==> src/rtl/title_fade_overlay_if.sv <==
// Pixel/ROM/fade bundle between the video source and the title overlay.
//   master : video source side (drives scan position, status, vsync, ROM data)
//   slave  : overlay side (drives ROM address, title pixel and fade state)
interface title_fade_overlay_if #(
    parameter int ADDR_W = 20
);
    logic              vsync_pulse;
    logic [9:0]        DrawX;
    logic [9:0]        DrawY;
    logic [3:0]        status;
    logic [ADDR_W-1:0] rom_address;
    logic [1:0]        rom_data;
    logic              is_title;
    logic [23:0]       title_color;
    logic [4:0]        fade_level;
    logic              fade_busy;

    modport master (
        output vsync_pulse, DrawX, DrawY, status, rom_data,
        input  rom_address, is_title, title_color, fade_level, fade_busy
    );

    modport slave (
        input  vsync_pulse, DrawX, DrawY, status, rom_data,
        output rom_address, is_title, title_color, fade_level, fade_busy
    );
endinterface

==> src/rtl/title_fade_overlay.sv <==
// Title-card overlay: tests the scan position against a sprite window,
// fetches the palette index from an external synchronous ROM and drives a
// faded colour. A four-state FSM fades the card in/out over vsync pulses.
// Ports:
//   Clk   : pixel clock
//   Reset : asynchronous, active-high
//   bus   : title_fade_overlay_if.slave (scan position, status, vsync,
//           ROM address/data, is_title, title_color, fade_level, fade_busy)
// Latency DrawX/DrawY -> is_title/title_color is 2 cycles, one pixel/cycle.
module title_fade_overlay #(
    parameter int          X0          = 224,
    parameter int          Y0          = 224,
    parameter int          W           = 192,
    parameter int          H           = 32,
    parameter int          ADDR_W      = 20,
    parameter logic [3:0]  STATUS_ID   = 4'd1,
    parameter int          FADE_FRAMES = 4,
    parameter logic [23:0] COL1        = 24'h818181,
    parameter logic [23:0] COL2        = 24'hFF0000,
    parameter logic [23:0] COL3        = 24'hFFFFFF
) (
    input logic                Clk,
    input logic                Reset,
    title_fade_overlay_if.slave bus
);
    localparam int CNT_W = (FADE_FRAMES < 2) ? 1 : $clog2(FADE_FRAMES + 1);

    typedef enum logic [1:0] {IDLE, FADE_IN, SHOW, FADE_OUT} state_t;

    state_t           state_reg, state_next;
    logic [4:0]       level_reg, level_next;
    logic [CNT_W-1:0] count_reg, count_next;
    logic             title_on;
    logic             busy;
    logic             step_due;

    assign title_on = (bus.status == STATUS_ID);
    assign busy     = (state_reg == FADE_IN) || (state_reg == FADE_OUT);
    // The pulse that would bring the count to FADE_FRAMES.
    assign step_due = busy && bus.vsync_pulse &&
                      (count_reg == CNT_W'(FADE_FRAMES - 1));

    // ---------------------------------------------------------------- FSM
    always_ff @(posedge Clk or posedge Reset) begin
        if (Reset) begin
            state_reg <= IDLE;
            level_reg <= 5'd0;
            count_reg <= '0;
        end else begin
            state_reg <= state_next;
            level_reg <= level_next;
            count_reg <= count_next;
        end
    end

    always_comb begin
        state_next = state_reg;
        level_next = level_reg;
        count_next = count_reg;
        // A status-driven transition takes priority and suppresses any step
        // that would otherwise happen on the same vsync pulse.
        case (state_reg)
            IDLE: begin
                if (title_on) state_next = FADE_IN;
            end
            FADE_IN: begin
                if (!title_on) begin
                    state_next = FADE_OUT;
                end else if (level_reg == 5'd16) begin
                    state_next = SHOW;
                end else if (step_due) begin
                    level_next = level_reg + 5'd1;
                    if (level_reg == 5'd15) state_next = SHOW;
                end
            end
            SHOW: begin
                if (!title_on) state_next = FADE_OUT;
            end
            FADE_OUT: begin
                if (title_on) begin
                    state_next = FADE_IN;
                end else if (level_reg == 5'd0) begin
                    state_next = IDLE;
                end else if (step_due) begin
                    level_next = level_reg - 5'd1;
                    if (level_reg == 5'd1) state_next = IDLE;
                end
            end
            default: state_next = IDLE;
        endcase

        if (state_next != state_reg) begin
            count_next = '0;
        end else if (busy && bus.vsync_pulse) begin
            count_next = step_due ? '0 : count_reg + CNT_W'(1);
        end
    end

    assign bus.fade_level = level_reg;
    assign bus.fade_busy  = busy;

    // ------------------------------------------------ stage 1: window hit
    logic [31:0]       x_ext, y_ext, addr_full;
    logic              hit;
    logic              hit1_reg;

    assign x_ext = {22'd0, bus.DrawX};
    assign y_ext = {22'd0, bus.DrawY};
    assign hit   = (x_ext >= 32'(X0)) && (x_ext < 32'(X0 + W)) &&
                   (y_ext >= 32'(Y0)) && (y_ext < 32'(Y0 + H));
    assign addr_full = (y_ext - 32'(Y0)) * 32'(W) + (x_ext - 32'(X0));

    always_ff @(posedge Clk or posedge Reset) begin
        if (Reset) begin
            hit1_reg        <= 1'b0;
            bus.rom_address <= '0;
        end else begin
            hit1_reg        <= hit;
            bus.rom_address <= hit ? ADDR_W'(addr_full) : '0;
        end
    end

    // ------------------------------------------- stage 2: palette + fade
    logic [23:0] base_color;
    logic [23:0] scaled_color;
    logic        opaque;

    always_comb begin
        base_color = 24'd0;
        case (bus.rom_data)
            2'd1:    base_color = COL1;
            2'd2:    base_color = COL2;
            2'd3:    base_color = COL3;
            default: base_color = 24'd0;
        endcase
    end

    // Per channel (c * level) >> 4 with a 13-bit product; level 16 is exact.
    for (genvar gi = 0; gi < 3; gi++) begin : g_chan
        logic [12:0] prod;
        assign prod = {5'd0, base_color[gi*8 +: 8]} * {8'd0, level_reg};
        assign scaled_color[gi*8 +: 8] = 8'(prod >> 4);
    end

    assign opaque = hit1_reg && (bus.rom_data != 2'd0) && (level_reg != 5'd0);

    always_ff @(posedge Clk or posedge Reset) begin
        if (Reset) begin
            bus.is_title    <= 1'b0;
            bus.title_color <= 24'd0;
        end else begin
            bus.is_title    <= opaque;
            bus.title_color <= opaque ? scaled_color : 24'd0;
        end
    end
endmodule

==> src/flat_wrapper.sv <==
// flat-port wrapper written by rule: the top's interface ports become plain ports
module title_fade_overlay_flat 
#(
    parameter int          X0          = 224,
    parameter int          Y0          = 224,
    parameter int          W           = 192,
    parameter int          H           = 32,
    parameter int          ADDR_W      = 20,
    parameter logic [3:0]  STATUS_ID   = 4'd1,
    parameter int          FADE_FRAMES = 4,
    parameter logic [23:0] COL1        = 24'h818181,
    parameter logic [23:0] COL2        = 24'hFF0000,
    parameter logic [23:0] COL3        = 24'hFFFFFF
)
  (Clk, Reset, bus_vsync_pulse, bus_DrawX, bus_DrawY, bus_status, bus_rom_data, bus_rom_address, bus_is_title, bus_title_color, bus_fade_level, bus_fade_busy);
  title_fade_overlay_if #(.ADDR_W(ADDR_W)) bus_i ();
  input logic Clk;
  input logic Reset;
  input wire logic [$bits(bus_i.vsync_pulse)-1:0] bus_vsync_pulse;
  input wire logic [$bits(bus_i.DrawX)-1:0] bus_DrawX;
  input wire logic [$bits(bus_i.DrawY)-1:0] bus_DrawY;
  input wire logic [$bits(bus_i.status)-1:0] bus_status;
  input wire logic [$bits(bus_i.rom_data)-1:0] bus_rom_data;
  output wire logic [$bits(bus_i.rom_address)-1:0] bus_rom_address;
  output wire logic [$bits(bus_i.is_title)-1:0] bus_is_title;
  output wire logic [$bits(bus_i.title_color)-1:0] bus_title_color;
  output wire logic [$bits(bus_i.fade_level)-1:0] bus_fade_level;
  output wire logic [$bits(bus_i.fade_busy)-1:0] bus_fade_busy;
  assign bus_i.vsync_pulse = bus_vsync_pulse;
  assign bus_i.DrawX = bus_DrawX;
  assign bus_i.DrawY = bus_DrawY;
  assign bus_i.status = bus_status;
  assign bus_i.rom_data = bus_rom_data;
  assign bus_rom_address = bus_i.rom_address;
  assign bus_is_title = bus_i.is_title;
  assign bus_title_color = bus_i.title_color;
  assign bus_fade_level = bus_i.fade_level;
  assign bus_fade_busy = bus_i.fade_busy;
  title_fade_overlay #(.X0(X0), .Y0(Y0), .W(W), .H(H), .ADDR_W(ADDR_W), .STATUS_ID(STATUS_ID), .FADE_FRAMES(FADE_FRAMES), .COL1(COL1), .COL2(COL2), .COL3(COL3)) u_core (.Clk(Clk), .Reset(Reset), .bus(bus_i));
endmodule
==> config.mk <==
export PLATFORM = sky130hd
export DESIGN_NAME = title_fade_overlay_flat
export DESIGN_NICKNAME = d
export VERILOG_FILES = /design/src/rtl/title_fade_overlay_if.sv /design/src/rtl/title_fade_overlay.sv /design/src/flat_wrapper.sv
export SDC_FILE = /design/constraint.sdc
export NUM_CORES = 1
export LEC_CHECK = 0
export ABC_CLOCK_PERIOD_IN_PS = 3650
export BUFFER_PORTS_ARGS = -buffer_cell sky130_fd_sc_hd__buf_2
export CORE_UTILIZATION = 52
export CTS_CLUSTER_SIZE = 24
export DETAILED_ROUTE_END_ITERATION = 10
export GPL_ROUTABILITY_DRIVEN = 0
export PLACE_DENSITY = 0.84
export SLEW_MARGIN = 5
export SYNTH_ARGS = -nofsm -noshare
export SYNTH_HDL_FRONTEND = slang
export SYNTH_SLANG_ARGS = --single-unit
export TNS_END_PERCENT = 20
==> constraint.sdc <==
create_clock -name Clk -period 3.65 [get_ports Clk]
set_clock_uncertainty 0.15 [all_clocks]
set_input_delay 0.73 -clock Clk [delete_from_list [all_inputs] [get_ports Clk]]
set_output_delay 0.73 -clock Clk [all_outputs]
set_load 0.02 [all_outputs]
==> metrics.md <==
| Metric | Value |
|---|---|
| Worst reg2reg startpoint | `u_core.bus.fade_level[4]` |
| Seq cells post-synth | `48` |
| H-tree depth | `2` |
| Fin. Hold Viols | `0` |
| First-pass GRT wire length | `18.96 mm` |
| Syn Nets | `651` |
| Global route overflow | `0` |
| CP max stage delay | `540 ps` |
| Routed len/inst | `14.50 um` |
| Port Buf Inserts | `79` |
| Die ar. | `9572 um^2` |
| Vias in the first global route | `4440` |
| Pint | `1966 uW` |
| Total CTS buffers | `5` |
| Dpl cell area | `5826 um^2` |
| Seq/Total Area, Yosys | `25.15%` |
| Detailed Place HPWL | `9.092 mm` |
| Syn Std Cell Area | `4776 um^2` |
| Overall Global Routing Usage | `24.21%` |
| Synth unique cells | `55` |
| LEAKAGE | `0.003325 uW` |
| Max reg flops | `20` |
| WHS | `361.7 ps` |
| Multi-input logic area | `3392 um^2` |
| Final setup vio count | `9` |
| Share of the synthesized area in the top cell type | `25.15%` |
| Crit path max-delay family | `adder cells` |
| Max transition margin | `33.72%` |
| Final WS setup | `-237.6 ps` |
| Initial antenna violation count | `0` |
| Hold Crit Class | `reg2reg` |
| Slowest stage cell, crit path | `fa_1` |
| Clock Path Buffers | `2` |
| Slew @ Worst Pin | `992.7 ps` |
| Mean Syn Cell Area | `9.062 um^2` |
| Area delta synth->final | `27.09%` |
| Crit path kind | `reg2reg` |
| End of the worst register-to-register path | `u_core.bus.title_color[15]` |
| Area of the core | `8806 um^2` |
| Rows | `34` |
| Worst vdd ir | `0.3793 mV` |
| Mapped Cells | `527` |
| Count leader, synth | `ha_1` |
| Failing checks | `DRC, setup timing` |
| Synth top area cells | `dfrtp_1 25%, ha_1 19%, fa_1 9.6%, inv_1 5.1%, xor2_1 4.4%` |
| Power share of the clock group | `9.3%` |
| CTS Root Cell | `clkbuf_8` |
| Worst R2R Setup Slack | `-240 ps` |
| CP Cell Sequence | `buf_4 > inv_2 > nor2_2 > fa_1 > inv_2 > fa_1 > fa_1 > inv_2 > ha_4 > a21o_1 > a21oi_2 > o21a_1 > a311oi_2 > or3_1 > a21oi_2` |
| Fillers | `674` |
| RSZ-0062 raised after global routing | `yes` |
| Critical path buffers and inverters | `4` |
| Hold wc startpoint | `u_core.count_reg[2]` |
| Diodes inserted | `0` |
| Final worst path period need | `3888 ps` |
| Outcome | `finished, violations left` |
| Synth area leader | `dfrtp_1` |
| Drt initial violations | `197` |
| Number of synthesized flops with an enable pin | `0` |
| Chip width | `97.84 um` |
| Final period utilization | `106.5%` |
| Worst-path clk slew | `100 ps` |
| WHS Path Cells | `1` |
| Worst Setup End Kind | `register` |
| Reg2reg path depth | `15` |
| Via count | `4214` |
| Sw Share | `44.33%` |
| CTS tree | `built` |
| Pre-antenna DRT Iters | `7` |
| Startpoint Class | `register` |
| Fmax | `257.2 MHz` |
| Post-layout net count | `794` |
| ANT nets after route | `0` |
| Top cells by count, synth | `72 x ha_1, 65 x inv_1, 50 x nor2_1, 48 x dfrtp_1, 26 x nand2_1` |
| Max-Cap Viols | `0` |
| Pwr Density | `581.9 nW/um^2` |
| Placed insts | `768` |
| Tot Pwr | `3532 uW` |
| Vias/cell | `5.409` |
| Largest net degree at the start of global routing | `49` |
| WL final | `11.29 mm` |
| Reg power frac | `17.8%` |
| Worst EP arrival | `3960 ps` |
| Post-synth ARST share | `100.0%` |
| Clock insertion delay at the later pin of the skew report | `300 ps` |
| Critical Path RT | `3730 ps` |
| Biggest register | `u_core.bus.rom_address` |
| Starting density of the core | `54.23%` |
| Clock tree sinks | `48` |
| Logic pwr share | `72.9%` |
| Die Ht | `97.84 um` |
| End of the worst hold path | `u_core.count_reg[2]` |
| Layout cells sized above 1 | `31.30%` |
| Ports | `80` |
| Yosys Warn Count | `0` |
| DRC Markers | `11` |
| Slew Viols, Final | `0` |
| Final instance area | `6070 um^2` |
| Synth Flop Type | `dfrtp_1` |
| Register area | `1201 um^2` |
| Switch Pwr | `1566 uW` |
| Finished Layout Cells | `779` |
| Worst-path fanout max | `6` |
==> layout make-up <==
class                      instances  share of cell area [%]
multi-input combinational        393                   55.89
clock buffer                       5                   1.134
tap                              108                   2.226
sequential                        48                   19.79
clock inverter                     3                  0.3917
inverter                          65                   4.020
timing repair buffer             157                   16.55
==> power by group through the flow <==
stage | registers, uW | clock network, uW | logic (uW)
floorplan | 639 | 0 | 1570
global placement | 632 | 0 | 2280
detailed placement | 634 | 0 | 2410
CTS | 624 | 339 | 2490
global route | 632 | 363 | 2870
finish | 630 | 329 | 2570
==> cell families after synthesis <==
kind of cell    synth area share [%]
simple gates                   15.09
compound gates                 14.80
fa+ha+maj                      28.50
buf+inv                        7.598
flops                          25.15
xor+xnor                       8.436
mux                           0.4192
==> repair_timing <==
| item | in CTS | in global routing |
|---|---|---|
| hold buffers | 0 | 0 |
| pin swaps | 12 | 13 |
| gates resized for setup | 19 | 15 |
| setup buffers | 0 | 3 |
| setup endpoints to repair | 14 | 16 |
| cloned | 0 | 0 |
==> cell usage in the layout, fill, tap and decap left out, types with 3 or more instances in the layout <==
cell	netlist	routed
buf_2	8	77
buf_4	8	76
ha_1	72	67
inv_1	65	58
nor2_1	50	48
dfrtp_1	48	48
nand2_1	26	25
xor2_1	24	24
xnor2_1	22	22
fa_1	23	22
a21oi_1	24	19
o21ai_0	24	16
and2_1	12	12
o21a_1	10	10
nand3_1	10	10
nor3_1	10	9
a211oi_1	10	8
a21oi_2	3	8
inv_2	0	7
o21ai_1	1	7
nand2b_1	6	6
a21o_1	6	6
o211ai_1	5	5
clkbuf_8	0	5
a31oi_1	5	4
ha_4	0	4
and3_1	5	3
o21bai_1	3	3
nand4_1	3	3
or3_1	3	3
buf_6	0	3
==> layer usage <==
| metal | global-route usage, % | up-vias | wire (um) |
|---|---|---|---|
| li1 | - | 2064 | - |
| met1 | 27.35 | 2018 | 4687 |
| met2 | 45.29 | 106 | 5852 |
| met3 | 4.152 | 26 | 443 |
| met4 | 9.091 | 0 | 310 |
| met5 | 0 | - | 0 |
==> through the flow <==
stage / worst slack [ps] / util (%) / setup TNS (ps)
after global routing: -377.8 / 68.93 / -2632
after CTS: -261.2 / 68.02 / -935.8
final: -237.6 / 68.93 / -898.4
after global placement: -539.1 / 66.16 / -6043
after floorplan: -528.3 / - / -4099
after detailed placement: -672.7 / 66.16 / -8380
==> how the worst max path moves through the flow <==
stage / slack [ps] / start / end / cells past startpoint
CTS: -260 / bus_rom_data[0] / u_core.bus.title_color[15] / 16
detailed placement: -670 / bus_rom_data[1] / u_core.bus.title_color[15] / 14
finish: -240 / u_core.bus.fade_level[4] / u_core.bus.title_color[15] / 15
floorplan: -530 / bus_rom_data[1] / u_core.bus.title_color[15] / 15
global route: -380 / u_core.bus.fade_level[4] / u_core.bus.title_color[15] / 14
global placement: -540 / bus_rom_data[1] / u_core.bus.title_color[15] / 14
Note: power is estimated with default switching activity, not from simulation.
